[src/rtl/bus_arbiter.sv]
// Round-robin arbiter for the shared serial bus: one-hot grant, revoke-on-idle timeout,
// one dead turnaround cycle between owners, and a protocol-error flag for rogue M_UTIL.
module bus_arbiter #(
    parameter int NUM_MASTERS   = 2,
    parameter int GRANT_TIMEOUT = 16,
    localparam int IDW = (NUM_MASTERS > 2) ? $clog2(NUM_MASTERS) : 1
) (
    input  logic                   CLK,
    input  logic                   RSTN,
    input  logic [NUM_MASTERS-1:0] M_REQ,
    input  logic [NUM_MASTERS-1:0] M_UTIL,
    output logic [NUM_MASTERS-1:0] M_GRANT,
    output logic [IDW-1:0]         GRANT_ID,
    output logic                   BUS_BSY,
    output logic                   TIMEOUT,
    output logic                   PROT_ERR
);

    localparam int TW = (GRANT_TIMEOUT > 2) ? $clog2(GRANT_TIMEOUT) : 1;

    typedef enum logic [1:0] {
        IDLE    = 2'd0,
        GRANTED = 2'd1,
        BUSY    = 2'd2,
        RELEASE = 2'd3
    } state_t;

    state_t                 r_state;
    logic [NUM_MASTERS-1:0] r_grant;
    logic [IDW-1:0]         r_id;
    logic [IDW-1:0]         r_last;
    logic [TW-1:0]          r_timer;
    logic                   r_bsy;
    logic                   r_tout;
    logic                   r_prot;

    state_t                 w_state_nxt;
    logic [NUM_MASTERS-1:0] w_grant_nxt;
    logic [IDW-1:0]         w_id_nxt;
    logic [IDW-1:0]         w_last_nxt;
    logic [TW-1:0]          w_timer_nxt;
    logic                   w_tout_nxt;
    logic                   w_prot_nxt;
    logic [IDW-1:0]         w_pick;
    logic                   w_found;
    logic                   w_own_util;
    logic                   w_own_req;

    // First requester after the previous owner, wrapping; the previous owner is searched last.
    always_comb begin
        w_pick  = '0;
        w_found = 1'b0;
        for (int k = 1; k <= NUM_MASTERS; k++) begin
            if (!w_found && M_REQ[(int'(r_last) + k) % NUM_MASTERS]) begin
                w_found = 1'b1;
                w_pick  = IDW'((int'(r_last) + k) % NUM_MASTERS);
            end
        end
    end

    assign w_own_util = M_UTIL[r_id];
    assign w_own_req  = M_REQ[r_id];

    always_comb begin
        w_state_nxt = r_state;
        w_grant_nxt = r_grant;
        w_id_nxt    = r_id;
        w_last_nxt  = r_last;
        w_timer_nxt = r_timer;
        w_tout_nxt  = 1'b0;
        w_prot_nxt  = |(M_UTIL & ~r_grant);
        unique case (r_state)
            IDLE: begin
                if (w_found) begin
                    w_state_nxt = GRANTED;
                    w_grant_nxt = NUM_MASTERS'(1) << w_pick;
                    w_id_nxt    = w_pick;
                    w_last_nxt  = w_pick;
                    w_timer_nxt = '0;
                end
            end
            GRANTED: begin
                if (w_own_util) begin
                    w_state_nxt = BUSY;
                end else if (!w_own_req) begin
                    w_state_nxt = RELEASE;
                    w_grant_nxt = '0;
                end else if (r_timer == TW'(GRANT_TIMEOUT - 1)) begin
                    w_state_nxt = RELEASE;
                    w_grant_nxt = '0;
                    w_tout_nxt  = 1'b1;
                end else begin
                    w_timer_nxt = r_timer + 1'b1;
                end
            end
            BUSY: begin
                if (!w_own_util) begin
                    w_state_nxt = RELEASE;
                    w_grant_nxt = '0;
                end
            end
            RELEASE: begin
                w_state_nxt = IDLE;
            end
            default: begin
                w_state_nxt = IDLE;
                w_grant_nxt = '0;
            end
        endcase
    end

    always_ff @(posedge CLK or posedge RSTN) begin
        if (RSTN) begin
            r_state <= IDLE;
            r_grant <= '0;
            r_id    <= '0;
            r_last  <= IDW'(NUM_MASTERS - 1);
            r_timer <= '0;
            r_bsy   <= 1'b0;
            r_tout  <= 1'b0;
            r_prot  <= 1'b0;
        end else begin
            r_state <= w_state_nxt;
            r_grant <= w_grant_nxt;
            r_id    <= w_id_nxt;
            r_last  <= w_last_nxt;
            r_timer <= w_timer_nxt;
            r_bsy   <= |w_grant_nxt;
            r_tout  <= w_tout_nxt;
            r_prot  <= w_prot_nxt;
        end
    end

    assign M_GRANT  = r_grant;
    assign GRANT_ID = r_id;
    assign BUS_BSY  = r_bsy;
    assign TIMEOUT  = r_tout;
    assign PROT_ERR = r_prot;

endmodule

[config.mk]
export PLATFORM = sky130hd
export DESIGN_NAME = bus_arbiter
export DESIGN_NICKNAME = d
export VERILOG_FILES = /design/src/rtl/bus_arbiter.sv
export SDC_FILE = /design/constraint.sdc
export NUM_CORES = 1
export LEC_CHECK = 0
export BUFFER_PORTS_ARGS = -buffer_cell sky130_fd_sc_hd__buf_2
export CAP_MARGIN = 0
export CORE_ASPECT_RATIO = 0.75
export CORE_MARGIN = 4
export CORE_UTILIZATION = 35
export CTS_CLUSTER_SIZE = 20
export DETAILED_ROUTE_END_ITERATION = 8
export PLACE_DENSITY_LB_ADDON = 0.05
export SLEW_MARGIN = 25
export SYNTH_ARGS = -nofsm -noshare
export SYNTH_HDL_FRONTEND = slang
export SYNTH_SLANG_ARGS = --single-unit
[constraint.sdc]
create_clock -name CLK -period 2.55 [get_ports CLK]
set_clock_uncertainty 0.1 [all_clocks]
set_input_delay 0.255 -clock CLK [delete_from_list [all_inputs] [get_ports CLK]]
set_output_delay 0.255 -clock CLK [all_outputs]
set_load 0.02 [all_outputs]
== After elaboration in Yosys (flattened, before gate mapping) ==
Index checks and enable logic that the tools add are counted.
Cells by class
  add/subtract/negate cells: 3
  magnitude comparators: 3
  eq/ne operators: 10
  shift operators: 1
  multiplexer cells: 35
  bitwise gates (word level): 4
  reductions and logical operators: 9
Operator list (count)
  two-way mux 2 bit: 10
  two-way mux 1 bit: 18
  two-way mux 4 bit: 4
  != test 2 bit (second input constant): 5
  case mux 2 bit (4 select lines): 1
  case mux 4 bit (2 select lines): 1
  less-than comparator 2 x 3 -> 1 bit (second input constant): 2
  case mux 2 bit (3 select lines): 1
  AND reduction 5 bit: 1
  adder 4 x 1 -> 4 bit (second input constant): 1
  == test 2 bit (second input constant): 2
  == test 4 bit (second input constant): 1
  != test 4 bit (second input constant): 1
  OR reduction 2 bit: 2
  AND reduction 3 bit: 1
  adder 1 bit (second input constant): 2
  AND 1 bit (first input constant): 2
  AND 2 bit: 1
  == test 2 x 1 -> 1 bit (second input constant): 1
  zero test 2 bit: 1
  less-than comparator 1 x 2 -> 1 bit (second input constant): 1
  NOT 2 bit: 1
  AND reduction 2 bit: 1
  nonzero test 2 bit: 1
  3 further kinds: 3
Word-level totals
  register bits after elaboration: 13
  bits of input ports: 6

== Longest topological paths before layout ==
Gate-level depths: netlist of the first run.
  word-level depth: 13
  mapped depth: 7

== Least setup slack after synthesis of the first run ==
No wires, ideal clock.
  kind: register to register
  start: reg r_state[0]
  end: reg r_state[1]
  setup time: 0.125 ns
  arrival time: 1.637 ns
  setup slack: 0.688 ns
  stages on the path, launching flop included: 8
  buffers on the path: 1
  clock period less this slack: 1.862 ns
  path through: dfrtp_1 inv_1 ha_1 clkbuf_1 nor3b_1 a21oi_1 nand2_1 mux2_2
Between the ends
  longest elaborated chain between the ends: 3
Ends and longest elaborated chain
  start: declaration: line 28  | state_t r_state;
  start signal: assignment: line 123  | r_state <= w_state_nxt;
  == test 2 x 1 -> 1 bit (tied with other cells): line 72  | unique case (r_state)
  != test 4 bit (no line) or != test 2 bit (tied branches)
  AND reduction 3 bit (no line)
Several ways; a longest one is shown, not always the timed one.
A chain may end at the register's enable or synchronous reset.

== Worst setup path in the final report of the first run ==
Ends and elaborated chain as after synthesis.

==> results of run 1 <==
critical path: stages, from the launching register on:
cell	delay [ns]
dfrtp_1	0.42
inv_1	0.12
ha_1	0.33
nor3b_1	0.37
a21oi_1	0.09
nand2_1	0.12
mux2_2	0.33
synth_stat cells, drive strengths merged, types with 2 or more instances:
cell type	number	area, µm²
dfrtp	12	300
mux2	3	33.8
o21ai	6	30.0
a22o	2	17.5
buf	2	12.5
a21oi	5	25.0
nor3b	2	26.3
o211ai	3	36.3
ha	5	62.6
inv	10	37.5
nor2	3	11.3
nand2	5	18.8
or4	2	15.0
nand3	7	35.0
area by class of cell:
cell class | count | area share, %
multi-input cells | 55 | 45.7
flip-flops and latches | 13 | 36.5
well taps | 24 | 3.36
clock buffers | 4 | 2.94
inverters | 10 | 4.20
repair buffers | 12 | 7.27
layer usage:
layer / up-vias / part of all wire, % / track usage, %
met1: 299 / 54 / 17.0
li1: 320 / - / -
met5: - / 0 / 0
met3: 2 / 5.2 / 5.53
met2: 13 / 40 / 17.0
met4: 0 / 0.62 / 3.66
cell usage in the layout (no fill, tap or decap), types with 2 or more instances in the layout:
cell type and n:
a21oi_1 5, nand2_1 5, mux2_2 3, ha_1 5, dfrtp_1 12, o211ai_1 2
nand3_1 7, o21ai_0 6, a22o_1 2, nor2_1 3, inv_1 10, buf_2 11
or4_1 2, clkbuf_4 3
power groups by stage:
stage | registers, mW | clock network (mW) | logic, mW
floorplan | 0.381 | 0 | 0.314
global placement | 0.354 | 0 | 0.452
detailed placement | 0.358 | 0 | 0.453
CTS | 0.355 | 0.133 | 0.456
global route | 0.366 | 0.147 | 0.512
finish | 0.355 | 0.127 | 0.451
cell families after synthesis:
logic type               count (synthesis)  synth area share [%]
buffers and inverters                   13                  6.81
AND/OR/NAND/NOR                         24                  18.4
flip-flops                              13                  41.4
multiplexers                             3                  4.28
adder cells (fa/ha/maj)                  5                  7.92
AO/OA/AOI/OAI                           23                  21.2
final timing paths:
check,startpoint,end
worst max register to register,r_state[0],r_state[1]
min in group asynchronous,RSTN,r_timer[1]
worst max-delay path,r_state[0],r_state[1]
worst min register to register,r_timer[0],r_timer[0]
worst min-delay path,M_UTIL[1],PROT_ERR
max in group asynchronous,RSTN,r_last
through the flow:
stage          std cells  setup slack [ns]  hold WS [ns]  power, mW  instance area, µm²
6_report             118             0.567         0.148      0.932                 895
5_1_grt              118             0.384         0.144       1.03                 895
4_1_cts              118             0.555         0.148      0.943                 895
3_5_place_dp         113             0.571         0.216      0.811                 858
3_3_place_gp         113             0.666         0.218      0.806                 858
2_1_floorplan         81             0.688        0.0312      0.695                 790
flip-flops by register name, summed over array words and instances, names as in the netlist:
name      flops
r_timer       4
M_GRANT       2
r_state       2
BUS_BSY       1
GRANT_ID      1
PROT_ERR      1
TIMEOUT       1
r_last        1
repair_timing:
action	CTS	global route
setup buffers	0	0
hold endpoints to repair	12	0
hold buffers	1	0
==> flow_summary.ini, run 1 <==
[critical_path]
cp_data_required_time_ns = 2.62
crit_fanout = 9
arrival_ns = 2.05
r2r_cells = 6
endpoint_kind = flop
worstSetupStartpointType = flop
worstSetupPathType = flop to flop
timing.reg2reg.setup_slack_ns = 0.57

[placement]
hpwl_um = 1250
io_buffer_count = 11
place_congestion = 0.786

[cells_and_area]
fin_util_pct = 43.3
multi_input_area_um2 = 409
num_antenna_cells = 0
nNetsFinal = 106
seq_area_um2 = 327
fillers = 216
syn_to_final_growth_pct = 13.3
drive_above_1_share_pct = 23.4

[run_status]
status = complete, no violations

[synth]
netlist_area_um2 = 790
ys_warn_count = 0
syn-num-nets = 92
synth_edf_count = 0
avgSynthCellArea_um2 = 9.75
synth_cell_type_count = 31
synth_seq_area_share_pct = 41.4
synth_async_sr_flop_share_pct = 100
ys.flop_type = dfrtp_1
synth-seq-cells = 13
postSynthCellCount = 81

[sta]
setup_violations = 0
min_period_ns = 1.98
rsz0062_at_grt = false
worst_slew_pin_slew_ns = 0.510
period_share_pct = 77.8
max-slew-margin-rel_pct = 66.0
slew_viol_final = 0
tns_ns = 0
finalHoldViolCount = 0
fmax_mhz = 504

[cts]
insertion_delay_ns = 0.27
clk_pin_slew_ns = 0.08
cts_resized = 0
cts_made_buffers = 3
h-tree-depth = 1
cts_root_buf = clkbuf_4
cts_tree = built
cts_max_path_buffers = 2
clock_sinks = 13

[routing]
drc = 0
dr.pass1.iters = 4
wl_per_cell_um = 13.7
viasPerCell = 5.37
wirelength_um = 1620
antenna_left = 0
dr.first_iter.drc_count = 15
vias = 634

[floorplanning]
coreArea_um2 = 2070
die_x_um = 62.8
dieArea_um2 = 3090
num_rows = 14
io_pins = 12
initial_core_util_pct = 38.2
dieHeight_um = 49.1

[hold_path]
hold_path_depth = 2
hold_path.class = input pin to flop

[power]
p_switching_uw = 397
p_int_uw = 535
p_comb_share_pct = 48.3
p_seq_share_pct = 38.0
ir_drop_mv = 0.466
swShare_pct = 42.6
clkPwrFrac_pct = 13.6
p_leak_nw = 0.418
pwr_density_cell_nw_per_um2 = 1040

[global_route]
antenna_found_initial = 0
grt.overflow.total = 0
grt_pass1_wl_um = 2950
grt_max_degree = 14
grt_use_total_pct = 12.3
grt_pass1_vias = 632

[job]
drv_cap = 0
Note: power is estimated with default switching activity, not from simulation.
==> run 2, diff against run 1 <==
--- a/config.mk
+++ b/config.mk
@@ -5,6 +5,7 @@
 export SDC_FILE = /design/constraint.sdc
 export NUM_CORES = 1
 export LEC_CHECK = 0
+export ABC_AREA = 1
 export BUFFER_PORTS_ARGS = -buffer_cell sky130_fd_sc_hd__buf_2
 export CAP_MARGIN = 0
 export CORE_ASPECT_RATIO = 0.75
==> constraint.sdc (replaced) <==
create_clock -name CLK -period 1.9 [get_ports CLK]
set_clock_uncertainty 0.1 [all_clocks]
set_input_delay 0.19 -clock CLK [delete_from_list [all_inputs] [get_ports CLK]]
set_output_delay 0.19 -clock CLK [all_outputs]
set_load 0.02 [all_outputs]
==> run 2 against run 1 <==
Net effect: cell count up 24%; design area up 6.2%; clock power up 31%; via count up 0.95%; critical endpoint is now BUS_BSY; largest cell class unchanged.
==> flow_summary.ini, run 2 <==
[routing]
antenna_left = 0
vias = 640
wirelength_um = 1600
dr.pass1.iters = 4
drc = 0
dr.first_iter.drc_count = 18
wl_per_cell_um = 10.9
viasPerCell = 4.38

[critical_path]
endpoint_kind = flop
crit_chain = inv_1 -> ha_1 -> inv_2 -> nor2_2 -> nand2_1 -> o21bai_2 -> nand2_2 -> nand3_2
arrival_ns = 1.62
r2r_end = BUS_BSY
cp-endpoint = BUS_BSY
crit_fanout = 5
cpMaxStageDelayCell = dfrtp_1
worstSetupPathType = flop to flop
cp_num_cells = 8
reg2reg_from = r_state[1]
timing.reg2reg.setup_slack_ns = 0.39
startpoint = r_state[1]
critPathBufInv = 2
worstSetupStartpointType = flop
r2r_cells = 8
crit_family = flip-flops
cp_data_required_time_ns = 2.01
max_stage_delay_ns = 0.40

[sta]
slew_viol_final = 0
fmax_mhz = 660
tns_ns = 0
min_period_ns = 1.51
rsz0062_at_grt = false
max-slew-margin-rel_pct = 66.1
period_share_pct = 79.7
finalHoldViolCount = 0
worst_slew_pin_slew_ns = 0.508
setup_violations = 0

[placement]
hpwl_um = 1300
io_buffer_count = 11
place_congestion = 0.776

[synth]
synth_edf_count = 0
synth-seq-cells = 13
synthAdderAreaFrac_pct = 7.65
ys_warn_count = 0
synth_top_family_by_area = simple AND/OR/NAND/NOR gates
synthTopCellsByArea = dfrtp_1 (37%), nand2_1 (13%), ha_1 (7.6%)
postSynthCellCount = 98
synth_most_common_cell = nand2_1
synth_seq_area_share_pct = 39.9
synth-compound-area-share_pct = 8.72
synthSimpleGateAreaFrac_pct = 35.6
synth_xor_xnor_area_share_pct = 2.14
avgSynthCellArea_um2 = 8.35
synth_async_sr_flop_share_pct = 100
syn-num-nets = 109
synth_cell_type_count = 23
synth_mux_area_share_pct = 0
netlist_area_um2 = 818
ys.flop_type = dfrtp_1
ys_top_cells_by_count = nand2_1 (29), dfrtp_1 (12), inv_1 (11)
synth_top_cell_area_share_pct = 36.7
synth_top_area_cell = dfrtp_1

[hold_path]
hold_path.class = input pin to flop

[global_route]
grt_pass1_vias = 572
grt_max_degree = 14
grt_use_total_pct = 11.1
grt.overflow.total = 0
grt_pass1_wl_um = 2720
antenna_found_initial = 0

[floorplanning]
dieHeight_um = 49.9
die_x_um = 63.8
coreArea_um2 = 2120
dieArea_um2 = 3180
io_pins = 12
num_rows = 14
initial_core_util_pct = 38.6

[power]
clkPwrFrac_pct = 12.1
swShare_pct = 46.8
p_int_uw = 733
p_seq_share_pct = 32.4
pwr_density_cell_nw_per_um2 = 1450
p_comb_share_pct = 55.4
p_leak_nw = 0.519
p_switching_uw = 644
ir_drop_mv = 0.532

[cts]
insertion_delay_ns = 0.27
cts_setup_buffers = 0
cts_max_path_buffers = 2
clock_sinks = 13
cts_tree = built
cts_made_buffers = 3
cts_root_buf = clkbuf_4
cts_resized = 0
clk_pin_slew_ns = 0.08
h-tree-depth = 1

[run_status]
status = complete, no violations

[cells_and_area]
fin_util_pct = 44.8
fillers = 218
nNetsFinal = 126
largest_reg_flops = 4
mostFrequentLayoutCell = nand2_1
layout_common_cells = nand2_1 (29), dfrtp_1 (12), inv_1 (11), buf_2 (11), nand3_1 (7)
drive_above_1_share_pct = 29.8
syn_to_final_growth_pct = 16.1
regMostFlops = r_timer
num_antenna_cells = 0

[job]
drv_cap = 0
run 2: changes by cell type after synthesis, sizes merged, moves of 3 or more:
cell	change
nand2	+31
nor2	+6
a21oi	-5
inv	+3
mux2	-3
o211ai	-3
run 2: power by group through the flow:
stage	clock, mW	combinational (mW)	sequential (mW)
3_3_place_gp	0	0.766	0.450
5_1_grt	0.191	0.854	0.460
4_1_cts	0.179	0.768	0.448
6_report	0.167	0.763	0.447
2_1_floorplan	0	0.557	0.486
3_5_place_dp	0	0.761	0.454
run 2: worst min-delay path by stage:
stage	cells past startpoint	start	endpoint	slack, ns
detailed placement	2	RSTN	r_timer[3]	0.15
finish	3	M_UTIL[1]	PROT_ERR	0.1
global placement	2	RSTN	TIMEOUT	0.14
CTS	3	M_UTIL[1]	PROT_ERR	0.09
floorplan	1	RSTN	BUS_BSY	-0.03
global route	3	M_UTIL[0]	PROT_ERR	0.13
run 2: cells by family (layout without fill, tap and decap cells):
group,count (synthesis),count (layout)
adders and majority gates,5,5
and+or+nand+nor,56,56
xor gates and xnor gates,2,2
DFF,13,13
AOI/OAI and AO/OA,9,9
buffers and inverters,13,29
run 2: layer usage:
| layer | GRT usage (%) | part of all wire (%) |
|---|---|---|
| met1 | 16.2 | 56 |
| met2 | 14.6 | 39 |
| met3 | 5.91 | 4.3 |
| met4 | 1.08 | 0.69 |
| met5 | 0 | 0 |
run 2: layout make-up:
cell class                 instances  area (µm²)  share of cell area [%]
tap                               32        40.0                    4.22
inverter                          13        48.8                    5.14
sequential                        13         327                    34.4
multi-input combinational         72         443                    46.6
clock buffer                       4        26.3                    2.77
timing repair buffer              12        65.1                    6.85
run 2: through the flow:
step	instance area [µm²]	hold WS, ns	std cells	setup slack [ns]	total power, mW
after CTS	950	0.0903	146	0.349	1.40
after global routing	950	0.126	146	0.231	1.51
after detailed placement	913	0.149	141	0.382	1.22
after floorplan	818	-0.0338	98	0.527	1.04
final	950	0.0953	146	0.386	1.38
after global placement	913	0.143	141	0.405	1.22
run 2: repair_timing:
action | 4_1_cts | 5_1_grt
hold buffers | 1 | 0
hold endpoints to repair | 12 | 0
setup endpoints to repair | 0 | 0
run 2: worst reg2reg max path: stages (launching register included):
cell and delay, ns:
dfrtp_1 0.40, inv_1 0.11, ha_1 0.26, inv_2 0.09, nor2_2 0.10, nand2_1 0.09, o21bai_2 0.14, nand2_2 0.08
nand3_2 0.06
==> run 3, diff against run 2 <==
==> constraint.sdc (replaced) <==
create_clock -name CLK -period 1.2 [get_ports CLK]
set_clock_uncertainty 0.1 [all_clocks]
set_input_delay 0.12 -clock CLK [delete_from_list [all_inputs] [get_ports CLK]]
set_output_delay 0.12 -clock CLK [all_outputs]
set_load 0.02 [all_outputs]
==> run 3 against run 2 <==
Net effect: the flow now finishes with violations (setup timing); design area up 23%; register-to-register slack worse by 0.55 ns; setup slack worse by 0.55 ns; via count up 13%; non-clock buffer count up 15.
==> flow_summary.ini, run 3 (synthesis results as in run 2) <==
[critical_path]
cp-endpoint = BUS_BSY
worstSetupPathType = flop to flop
r2r_cells = 8
crit_fanout = 5
max_stage_delay_ns = 0.45
r2r_end = BUS_BSY
reg2reg_from = r_state[0]
startpoint = r_state[0]
cpMostUsedCell = nand2_2
cpMaxStageDelayCell = dfrtp_2
arrival_ns = 1.49
cp_data_required_time_ns = 1.32
worstSetupStartpointType = flop
timing.reg2reg.setup_slack_ns = -0.17
crit_chain = inv_2 -> ha_4 -> inv_6 -> nor2_4 -> nand2_2 -> o21bai_4 -> nand2_2 -> nand3_2
endpoint_kind = flop

[floorplanning]
coreArea_um2 = 2120
dieHeight_um = 49.9
num_rows = 14
die_x_um = 63.8
dieArea_um2 = 3180
initial_core_util_pct = 38.6
io_pins = 12

[cells_and_area]
num_antenna_cells = 0
regMostFlops = r_timer
nNetsFinal = 141
mostFrequentLayoutCell = nand2_1
syn_to_final_growth_pct = 42.2
fillers = 201
drive_above_1_share_pct = 57.4
seq_area_um2 = 329
multi_input_area_um2 = 537
layout_common_cells = nand2_1 (20), buf_4 (15), nand2_2 (13), buf_2 (11), dfrtp_1 (10)
largest_reg_flops = 4

[cts]
cts_max_path_buffers = 2
clock_sinks = 13
cts_root_buf = clkbuf_4
insertion_delay_ns = 0.28
h-tree-depth = 1
clk_pin_slew_ns = 0.08
cts_made_buffers = 3
cts_tree = built

[sta]
worst_slew_pin_slew_ns = 0.526
fmax_mhz = 731
fin_ws_ns = -0.168
hold_slack_ns = 0.0131
rsz0062_at_grt = true
max-slew-margin-rel_pct = 64.9
setup_violations = 11
finalHoldViolCount = 0
period_share_pct = 114
min_period_ns = 1.37
slew_viol_final = 0

[placement]
place_congestion = 0.795
io_buffer_count = 11
place_ws_ns = -0.230
hpwl_um = 1340

[routing]
viasPerCell = 4.48
dr.first_iter.drc_count = 52
antenna_left = 0
vias = 722
drc = 0
dr.pass1.iters = 4
wirelength_um = 1720
wl_per_cell_um = 10.7

[global_route]
grt_pass1_wl_um = 2940
grt.overflow.total = 0
antenna_found_initial = 0
grt_max_degree = 14
grt_pass1_vias = 651
grt_use_total_pct = 12.1

[run_status]
violations = setup timing
status = finished, violations left

[job]
drv_cap = 0

[power]
pwr_density_cell_nw_per_um2 = 2390
p_total_mw = 2.78
p_leak_nw = 0.600
ir_drop_mv = 1.12

[hold_path]
hold_path.class = input pin to flop
hold_start = M_UTIL[1]
==> run 3: worst min path at each step <==
| stage | to | slack, ns | depth (start not counted) |
|---|---|---|---|
| floorplan | BUS_BSY | -0.10 | 1 |
| global placement | r_timer[3] | 0.08 | 2 |
| detailed placement | r_timer[2] | 0.08 | 2 |
| finish | PROT_ERR | 0.01 | 3 |
| CTS | PROT_ERR | 0.01 | 3 |
| global route | PROT_ERR | 0.04 | 3 |
==> run 3: repair_timing <==
action,4_1_cts,5_1_grt
setup endpoints to repair,11,12
setup buffers,7,0
hold endpoints to repair,12,0
gates cloned,0,0
hold buffers,1,0
pin swaps,14,10
resized for setup,18,8
==> run 3: power breakdown <==
| part | switching [mW] | internal, mW | leakage (nW) | total (mW) |
|---|---|---|---|---|
| Combinational | 0.991 | 0.791 | 0.421 | 1.78 |
| Clock | 0.140 | 0.129 | 0.0150 | 0.269 |
| Sequential | 0.128 | 0.601 | 0.164 | 0.729 |
| Total | 1.26 | 1.52 | 0.600 | 2.78 |
==> run 3: cell type report <==
class	instances	share of cell area, %
clock buffer	4	2.26
inverter	13	4.62
multi-input combinational	72	46.1
sequential	13	28.3
tap	32	3.44
timing repair buffer	27	15.3
==> run 3: through the flow <==
stage          setup TNS [ns]  area (µm²)  util, %  instances
2_1_floorplan          -0.684         852        -         98
3_3_place_gp            -1.65        1010     47.5        149
3_5_place_dp            -1.98        1010     47.5        149
4_1_cts                 -1.40        1150     54.1        161
5_1_grt                 -2.25        1160     54.9        161
6_report                -1.44        1160     54.9        161
==> run 3: routing by layer <==
| metal | vias to the layer above | track usage, % | part of all wire, % |
|---|---|---|---|
| met5 | - | 0 | 0 |
| li1 | 372 | - | - |
| met1 | 320 | 17.1 | 51 |
| met2 | 24 | 16.8 | 40 |
| met4 | 0 | 2.15 | 0.99 |
| met3 | 6 | 5.45 | 7.7 |
==> run 3: critical path: cells and delay by family, from the launching register on <==
family,cells,cell delay (ns)
adder cells (fa/ha/maj),1,0.19
flip-flops,1,0.45
AO/OA/AOI/OAI,1,0.11
buffers and inverters,2,0.15
AND/OR/NAND/NOR,4,0.31
